<file path="src/rtl/mips_mc_controller_gen2.sv">
// Multicycle MIPS control FSM: mem_ready handshake, memory watchdog, illegal-opcode trap, jr and halt.
// Optional `MC_PERF_CNT_EN adds cycle and retired-instruction counters.
module mips_mc_controller_gen2 #(
    parameter int ALUOP_W     = 6,
    parameter int MEM_TIMEOUT = 255,
    parameter int TMO_W       = 8
) (
    input  logic               clk,
    input  logic               rst,
    input  logic [31:0]        instr,
    input  logic               mem_ready,
    output logic               PCWriteCond,
    output logic               PCWrite,
    output logic               IorD,
    output logic               MemRead,
    output logic               MemWrite,
    output logic               MemToReg,
    output logic               IRWrite,
    output logic               RegDst,
    output logic               RegWrite,
    output logic               JumpAndLink,
    output logic               ALUSrcA,
    output logic [1:0]         ALUSrcB,
    output logic [1:0]         PCSource,
    output logic [ALUOP_W-1:0] ALUOp,
    output logic               halted,
    output logic               err,
    output logic [31:0]        perf_cycles,
    output logic [31:0]        perf_retired
);
    typedef enum logic [3:0] {
        RST_ST, FETCH, DECODE, R_EXEC, R_WB, JR, I_EXEC, I_WB,
        MEM_ADDR, LD_ACC, LD_WB, ST_ACC, BRANCH, JUMP, HALT, ERROR
    } state_t;

    localparam logic [ALUOP_W-1:0] ALU_ADD    = ALUOP_W'(6'b001001);
    localparam bit                 TMO_EN     = (MEM_TIMEOUT > 0);
    localparam int                 TMO_LAST_I = (MEM_TIMEOUT > 0) ? MEM_TIMEOUT - 1 : 0;
    localparam logic [TMO_W-1:0]   TMO_LAST   = TMO_W'(TMO_LAST_I);

    state_t           state, state_next;
    logic [TMO_W-1:0] tmo_cnt;
    logic [5:0]       opcode, funct;
    logic             tmo_hit, mem_wait, instr_unused;

    assign opcode       = instr[31:26];
    assign funct        = instr[5:0];
    assign instr_unused = ^instr[25:6];
    // The cycle in which the count would reach MEM_TIMEOUT is the last one allowed; ready still wins there.
    assign tmo_hit  = TMO_EN && (tmo_cnt == TMO_LAST);
    assign mem_wait = (state == FETCH || state == LD_ACC || state == ST_ACC) && !mem_ready
                      && (state_next == state);

    always_ff @(posedge clk) begin
        if (rst) begin
            state   <= RST_ST;
            tmo_cnt <= '0;
        end else begin
            state   <= state_next;
            tmo_cnt <= mem_wait ? tmo_cnt + TMO_W'(1) : '0;
        end
    end

    always_comb begin
        state_next  = state;
        PCWriteCond = 1'b0;
        PCWrite     = 1'b0;
        IorD        = 1'b0;
        MemRead     = 1'b0;
        MemWrite    = 1'b0;
        MemToReg    = 1'b0;
        IRWrite     = 1'b0;
        RegDst      = 1'b0;
        RegWrite    = 1'b0;
        JumpAndLink = 1'b0;
        ALUSrcA     = 1'b0;
        ALUSrcB     = 2'b00;
        PCSource    = 2'b00;
        ALUOp       = '0;
        halted      = 1'b0;
        err         = 1'b0;
        // Reset forces the all-zero RST_ST output set regardless of the registered state.
        case (rst ? RST_ST : state)
            RST_ST: state_next = FETCH;
            FETCH: begin
                MemRead = 1'b1;
                ALUSrcB = 2'b01;
                ALUOp   = ALU_ADD;
                if (mem_ready) begin
                    IRWrite    = 1'b1;
                    PCWrite    = 1'b1;
                    state_next = DECODE;
                end else if (tmo_hit) begin
                    state_next = ERROR;
                end
            end
            DECODE: begin
                ALUSrcB = 2'b11;
                ALUOp   = ALU_ADD;
                case (opcode)
                    6'b000000:                     state_next = R_EXEC;
                    6'b000010, 6'b000011:          state_next = JUMP;
                    6'b000100, 6'b000101:          state_next = BRANCH;
                    6'b001001, 6'b001010, 6'b001100,
                    6'b001101, 6'b001110, 6'b010000: state_next = I_EXEC;
                    6'b100011, 6'b101011:          state_next = MEM_ADDR;
                    6'b111111:                     state_next = HALT;
                    default:                       state_next = ERROR;
                endcase
            end
            R_EXEC, R_WB: begin
                ALUSrcA = 1'b1;
                ALUOp   = ALUOP_W'(opcode);
                if (state == R_WB) begin
                    RegDst     = 1'b1;
                    RegWrite   = 1'b1;
                    state_next = FETCH;
                end else begin
                    state_next = (funct == 6'b001000) ? JR : R_WB;
                end
            end
            JR: begin
                PCSource   = 2'b11;
                PCWrite    = 1'b1;
                state_next = FETCH;
            end
            I_EXEC, I_WB: begin
                ALUSrcA = 1'b1;
                ALUSrcB = 2'b10;
                ALUOp   = ALUOP_W'(opcode);
                if (state == I_WB) begin
                    RegWrite   = 1'b1;
                    state_next = FETCH;
                end else begin
                    state_next = I_WB;
                end
            end
            MEM_ADDR: begin
                ALUSrcA    = 1'b1;
                ALUSrcB    = 2'b10;
                ALUOp      = ALU_ADD;
                state_next = (opcode == 6'b101011) ? ST_ACC : LD_ACC;
            end
            LD_ACC: begin
                MemRead = 1'b1;
                IorD    = 1'b1;
                if (mem_ready)    state_next = LD_WB;
                else if (tmo_hit) state_next = ERROR;
            end
            LD_WB: begin
                MemToReg   = 1'b1;
                RegWrite   = 1'b1;
                state_next = FETCH;
            end
            ST_ACC: begin
                MemWrite = 1'b1;
                IorD     = 1'b1;
                if (mem_ready)    state_next = FETCH;
                else if (tmo_hit) state_next = ERROR;
            end
            BRANCH: begin
                PCWriteCond = 1'b1;
                PCSource    = 2'b01;
                ALUSrcA     = 1'b1;
                ALUOp       = ALUOP_W'(opcode);
                state_next  = FETCH;
            end
            JUMP: begin
                PCWrite     = 1'b1;
                PCSource    = 2'b10;
                JumpAndLink = (opcode == 6'b000011);
                state_next  = FETCH;
            end
            HALT:    halted = 1'b1;
            ERROR:   err    = 1'b1;
            default: state_next = ERROR;
        endcase
    end

`ifdef MC_PERF_CNT_EN
    logic [31:0] cyc_cnt, ret_cnt;

    always_ff @(posedge clk) begin
        if (rst) begin
            cyc_cnt <= '0;
            ret_cnt <= '0;
        end else begin
            cyc_cnt <= cyc_cnt + 32'd1;
            if (state_next == FETCH && state != FETCH && state != RST_ST)
                ret_cnt <= ret_cnt + 32'd1;
        end
    end

    assign perf_cycles  = rst ? '0 : cyc_cnt;
    assign perf_retired = rst ? '0 : ret_cnt;
`else
    assign perf_cycles  = '0;
    assign perf_retired = '0;
`endif

endmodule

</file>
<file path="config.mk">
export PLATFORM = sky130hd
export DESIGN_NAME = mips_mc_controller_gen2
export DESIGN_NICKNAME = d
export VERILOG_FILES = /design/src/rtl/mips_mc_controller_gen2.sv
export SDC_FILE = /design/constraint.sdc
export NUM_CORES = 1
export LEC_CHECK = 0
export BUFFER_PORTS_ARGS = -buffer_cell sky130_fd_sc_hd__buf_2
export CAP_MARGIN = 20
export CORE_ASPECT_RATIO = 1.4
export CORE_MARGIN = 1.5
export CORE_UTILIZATION = 43
export CTS_CLUSTER_SIZE = 12
export DETAILED_ROUTE_END_ITERATION = 8
export HOLD_SLACK_MARGIN = 0.02
export PLACE_DENSITY_LB_ADDON = 0.2
export SYNTH_ARGS = -nofsm -noshare
export SYNTH_HDL_FRONTEND = slang
export SYNTH_SLANG_ARGS = --single-unit
</file>
<file path="constraint.sdc">
create_clock -name clk -period 3.8 [get_ports clk]
set_clock_uncertainty 0.05 [all_clocks]
set_input_delay 0.38 -clock clk [delete_from_list [all_inputs] [get_ports clk]]
set_output_delay 0.38 -clock clk [all_outputs]
set_load 0.02 [all_outputs]
</file>
=== After elaboration in Yosys (flattened, before gate mapping) ===
Memories as Yosys holds them, arrays and structs flattened.
Cells that the tools add are included.

* Add/sub/neg operators: 1
* Multiply operators: 0
* Div/mod/pow operators: 0
* Order comparisons: 0
* Eq/ne operators: 25
* Shift-type cells: 0
* Muxes and demuxes: 29
* Bitwise gates (word level): 1
* Reductions and logical operators: 17

{| class="wikitable"
|+ Operators by type and width
! operator !! count
|-
| == test 4 bit (second input constant) || 10
|-
| one-hot mux 4 bit (8 select lines) || 1
|-
| == test 4 x 3 -> 1 bit (second input constant) || 6
|-
| two-way mux 4 bit || 5
|-
| two-way mux 1 bit || 15
|-
| one-hot mux 2 bit (3 select lines) || 2
|-
| one-hot mux 6 bit (2 select lines) || 1
|-
| OR reduction 2 bit || 6
|-
| OR reduction 5 bit || 2
|-
| adder 8 x 1 -> 8 bit (second input constant) || 1
|-
| == test 4 x 1 -> 1 bit (second input constant) || 2
|-
| == test 4 x 2 -> 1 bit (second input constant) || 2
|-
| == test 8 bit (second input constant) || 1
|-
| == test 6 x 2 -> 1 bit (second input constant) || 1
|-
| == test 6 x 4 -> 1 bit (second input constant) || 1
|-
| == test 6 bit (second input constant) || 1
|-
| two-way mux 3 bit || 2
|-
| OR reduction 3 bit || 2
|-
| OR reduction 6 bit || 1
|-
| == test 4 bit || 1
|-
| logical NOT 4 bit || 1
|-
| one-hot mux 1 bit (3 select lines) || 1
|-
| logical AND 1 bit || 2
|-
| logical OR 1 bit || 2
|-
| other kinds (4) || 4
|}

* Bits in registers: 12
* Bits in latches: 0
* Bits in writable memories: 0
* Memory bits (read-only): 256
* Input port bits: 35
* Output and inout bits: 87
* Word-level logic and storage cells: 76
* Memories kept: 1

{| class="wikitable"
|+ Memory list
! memory !! words !! bits a word !! rd ports !! clocked after Yosys merged registers in !! wr ports !! RTL line !! text
|-
| (no name shown) || 64 || 4 || 1 || 0 || 0 || 100 || <nowiki>case (opcode)</nowiki>
|}

=== Depth between registers and ports, before layout ===
* Depth in word-level cells: 8
* Depth in mapped cells: 6
* Depth with buffers taken out: 6

=== Worst setup path after synthesis ===
No wires, ideal clock.

* Kind: register to output
* Start: register state[1]
* End: output IRWrite
* Data arrival time: 1587 ps
* Data required time: 3370 ps
* Slack: 1783 ps
* Stages on the path, launching flop included: 5
* Buffers on the path: 1
* Cell sequence: dfxtp_1 -> clkbuf_1 -> nand2b_1 -> nor3_1 -> o211a_1

* Longest elaborated chain between the ends: 3

{| class="wikitable"
|+ Ends and longest elaborated chain
! what !! RTL line !! text
|-
| from (decl) || 41 || <nowiki>state_t state, state_next;</nowiki>
|-
| from (signal assigned) || 59 || <nowiki>state <= state_next;</nowiki>
|-
| two-way mux 4 bit || 83 || <nowiki>case (rst ? RST_ST : state)</nowiki>
|-
| == test 4 x 1 -> 1 bit || 83 ||
|-
| two-way mux 1 bit || 83 ||
|-
| to (decl) || 18 || <nowiki>output logic IRWrite,</nowiki>
|}

No other way between the ends.

=== Final worst setup path ===
* Start: register state[1]
* End: output ALUOp[2]

* Longest elaborated chain between the ends: 4
* Elaborated cells on any way between the ends: 12
* Those cells by class: 8 x eq/ne; 2 x mux; 2 x reduce/logical

{| class="wikitable"
|+ Ends and longest elaborated chain
! what !! RTL line !! text
|-
| two-way mux 4 bit (*) || 83 ||
|-
| == test 4 x 3 -> 1 bit (tied with other cells) || 83 ||
|-
| OR reduction 5 bit (no source line) / OR reduction 3 bit (equally long branches) || - ||
|-
| one-hot mux 6 bit (2 select lines) (*) || 83 ||
|-
| to (decl) || 25 || <nowiki>output logic [ALUOP_W-1:0] ALUOp,</nowiki>
|}

Mark *: on every way between the ends. The rest lies on a longest branch, timed or not.

==> flow_summary.yaml <==
pwr:
  leakage_nw: 0.786
  p_sw_share_pct: 51.4
  vdd_drop_max_mv: 0.319
  p_clk_share_pct: 17.8
  p_comb_share_pct: 53.8
  p_switching_mw: 0.391
  power_density_nw_per_um2: 485
  power_frac_seq_pct: 28.3
  intPower_mw: 0.369
critical_path:
  cp_top_family: "flip-flops"
  crit_chain: "nor2b_1 > a2111oi_0 > and2_1 > buf_2"
  r2r_cells: 4
  r2r_slack_ns: 1.86
  required_ns: 3.37
  critical_path_class: "reg -> out"
  reg2reg_to: "tmo_cnt[0]$_SDFF_PP0_"
  reg2reg_from: "state[0]$_SDFF_PP0_"
  endpoint_kind: "output port"
  crit_path_max_fanout: 21
  start_kind: "flop"
  crit_arrival_ns: 2.18
  critPathMaxStageDelay_ns: 0.70
  critPathSlowestCell: "dfxtp_1"
  crit_buf_inv: 1
cts:
  cts_buffers: 3
  cts_buffer_depth: 2
  cts_resized: 0
  cts_hold_buf: 0
  postCtsSetupBuffers: 0
  cts.root.buffer_cell: "clkbuf_8"
  h-tree-depth: 1
  clkLatencyLatePin_ns: 0.24
  cts.clk_slew.worst_paths_ns: 0.05
  cts.sinks: 12
  cts_tree: "built"
final_layout:
  diodes: 0
  multi_input_area_um2: 1010
  final_cell_area_um2: 1570
  seq_area_um2: 240
  fillers: 386
  drive_gt1_share_pct: 16.7
  area.growth.synth_to_final_pct: 0.967
  nNetsFinal: 293
route:
  met1_length_mm: 1.33
  wirelength_mm: 3.12
  drcViolationCount: 0
  initialDrtViolationCount: 36
  wl_met2_mm: 1.52
  antenna_left: 0
  wl_per_cell_um: 10.7
  dr.max_layer_used: "met3"
  route.met3.wl_um: 280
  firstDrtPassIters: 4
  vias: 1352
  viasPerCell: 4.63
sta:
  rsz0062_at_grt: "no"
  fin_crit_sh_pct: 68.6
  fmax_mhz: 383
  tightest_slew_ns: 0.793
  fin_crit_ns: 2.61
  relSlewSlack_pct: 45.8
  maxSlewViolCount: 0
  hold_viol_final: 0
  setup_viol_count_final: 0
  tns_ns: 0
placed_design:
  gp_congestion: 0.831
  place_hpwl_mm: 2.47
  placedInstanceArea_um2: 1510
  port_buffers: 37
global_route:
  antenna_found_initial: 0
  grt_pass1_wl_mm: 5.01
  grt_usage_pct: 16.3
  gr-total-overflow: 0
  grt_max_degree: 22
  grt_pass1_vias: 1104
floorplan:
  row_count: 25
  num_io_pins: 122
  coreArea_um2: 3410
  die_h_um: 74.1
  die-area_um2: 3990
  dieWidth_um: 53.8
  start_util_pct: 45.5
min_path:
  holdPathEnd: "tmo_cnt[0]$_SDFF_PP0_"
  hp-class: "reg -> reg"
  hold_path_depth: 1
  hold_start: "tmo_cnt[0]$_SDFF_PP0_"
yosys:
  ys_seq_elements: 12
  synth.distinct_cells: 43
  synth-xor-area-share_pct: 3.95
  muxShareOfSynthArea_pct: 0
  yosys_warnings: 0
  synth_top_family_by_area: "buffers and inverters"
  yosys.area_share.simple_pct: 26.6
  async_reset_ff_share_pct: 0
  synth-main-ff-cell: "dfxtp_1"
  synth-edff-count: 0
  seq_area_frac_synth_pct: 15.5
  synth_adder_area_share_pct: 4.03
  synth-compound-area-share_pct: 15.1
  syn_avg_cell_area_um2: 7.06
  synth_cells: 220
  syn_area_um2: 1550
outcome:
  run_status: "finished clean"
flow_run:
  maxCapViolCount: 0
-- cells by family after synthesis --
family | count (synthesis)
DFF | 12
other | 1
xor gates and xnor gates | 7
and+or+nand+nor | 81
buffers and inverters | 79
adders and majority gates | 5
AOI/OAI and AO/OA | 35
-- registers in the layout, summed over array words and instances (netlist names) --
signal and count:
tmo_cnt 8, state 4
-- placed cells by master (no fill, tap or decap), types with 3 or more instances in the layout --
cell type / n
xnor2_1: 4
xor2_1: 3
dfxtp_1: 12
a21oi_1: 8
nand2b_1: 5
ha_1: 5
inv_1: 7
o21ai_0: 6
a31oi_1: 3
conb_1: 64
nor2b_1: 3
nand3_1: 6
nor3_1: 8
nand2_1: 11
buf_2: 37
clkbuf_8: 4
and3_1: 4
and2_1: 4
nor2_1: 28
-- per-layer routing --
metal,vias to the layer above,GRT usage (%)
met1,597,21.6
met5,-,0
met4,0,1.71
met3,0,4.22
met2,70,27.2
li1,685,-
-- power groups by stage --
stage	Sequential (mW)	Combinational (mW)	Clock (mW)
final	0.215	0.409	0.136
after global routing	0.222	0.455	0.149
after CTS	0.214	0.408	0.141
after detailed placement	0.217	0.406	0
after global placement	0.216	0.407	0
after floorplan	0.164	0.409	0
-- Yosys cell counts (2+ instances only) --
cell type,number,area share (%)
o311ai_1,2,1.1
buf_4,64,31
ha_1,5,4.0
o21ai_0,6,1.9
a31oi_1,3,1.2
nand2b_1,5,2.0
nand2_1,11,2.7
o31ai_1,2,0.97
dfxtp_1,12,15
and2_1,4,1.6
nand3_1,6,1.9
nor2_1,28,6.8
and3_1,4,1.6
nor3_1,8,2.6
nand4_1,2,0.81
o211ai_1,2,0.97
xnor2_1,4,2.3
a21oi_1,8,2.6
nor2b_1,3,1.2
a21o_1,2,0.97
clkbuf_1,7,1.7
inv_1,7,1.7
xor2_1,3,1.7
nor4_1,2,0.81
o2111ai_1,2,1.1
-- stage by stage --
stage | hold WS (ns) | std cells | worst slack (ns) | power, mW | util (%)
5_1_grt | 0.438 | 292 | 1.05 | 0.826 | 46.0
3_5_place_dp | 0.404 | 288 | 1.45 | 0.623 | 44.4
2_1_floorplan | 0.380 | 283 | 1.78 | 0.573 | -
6_report | 0.419 | 292 | 1.19 | 0.760 | 46.0
4_1_cts | 0.416 | 292 | 1.19 | 0.762 | 46.0
3_3_place_gp | 0.394 | 288 | 1.46 | 0.624 | 44.4
-- worst register-to-register path: stages, from the launching register on --
cell	delay (ns)
dfxtp_1	0.63
nand2b_1	0.22
nor4_1	0.46
o21ai_1	0.34
nor2_1	0.17
-- cell type report --
type | count | area share (%)
Sequential cell | 12 | 15.3
Multi-Input combinational cell | 192 | 64.5
Inverter | 7 | 1.68
Clock buffer | 4 | 3.51
Tap cell | 40 | 3.19
Timing Repair Buffer | 37 | 11.8
-- how the worst max path moves through the flow --
| stage | startpoint | to | slack [ns] | depth (start not counted) |
|---|---|---|---|---|
| finish | state[1]$_SDFF_PP0_ | ALUOp[2] | 1.19 | 4 |
| global route | state[1]$_SDFF_PP0_ | ALUOp[1] | 1.05 | 4 |
| CTS | state[1]$_SDFF_PP0_ | ALUOp[2] | 1.19 | 4 |
| detailed placement | state[1]$_SDFF_PP0_ | ALUOp[2] | 1.45 | 4 |
| global placement | state[1]$_SDFF_PP0_ | ALUOp[2] | 1.46 | 4 |
| floorplan | state[1]$_SDFF_PP0_ | IRWrite | 1.78 | 4 |
(Power assumes the default switching activity.)
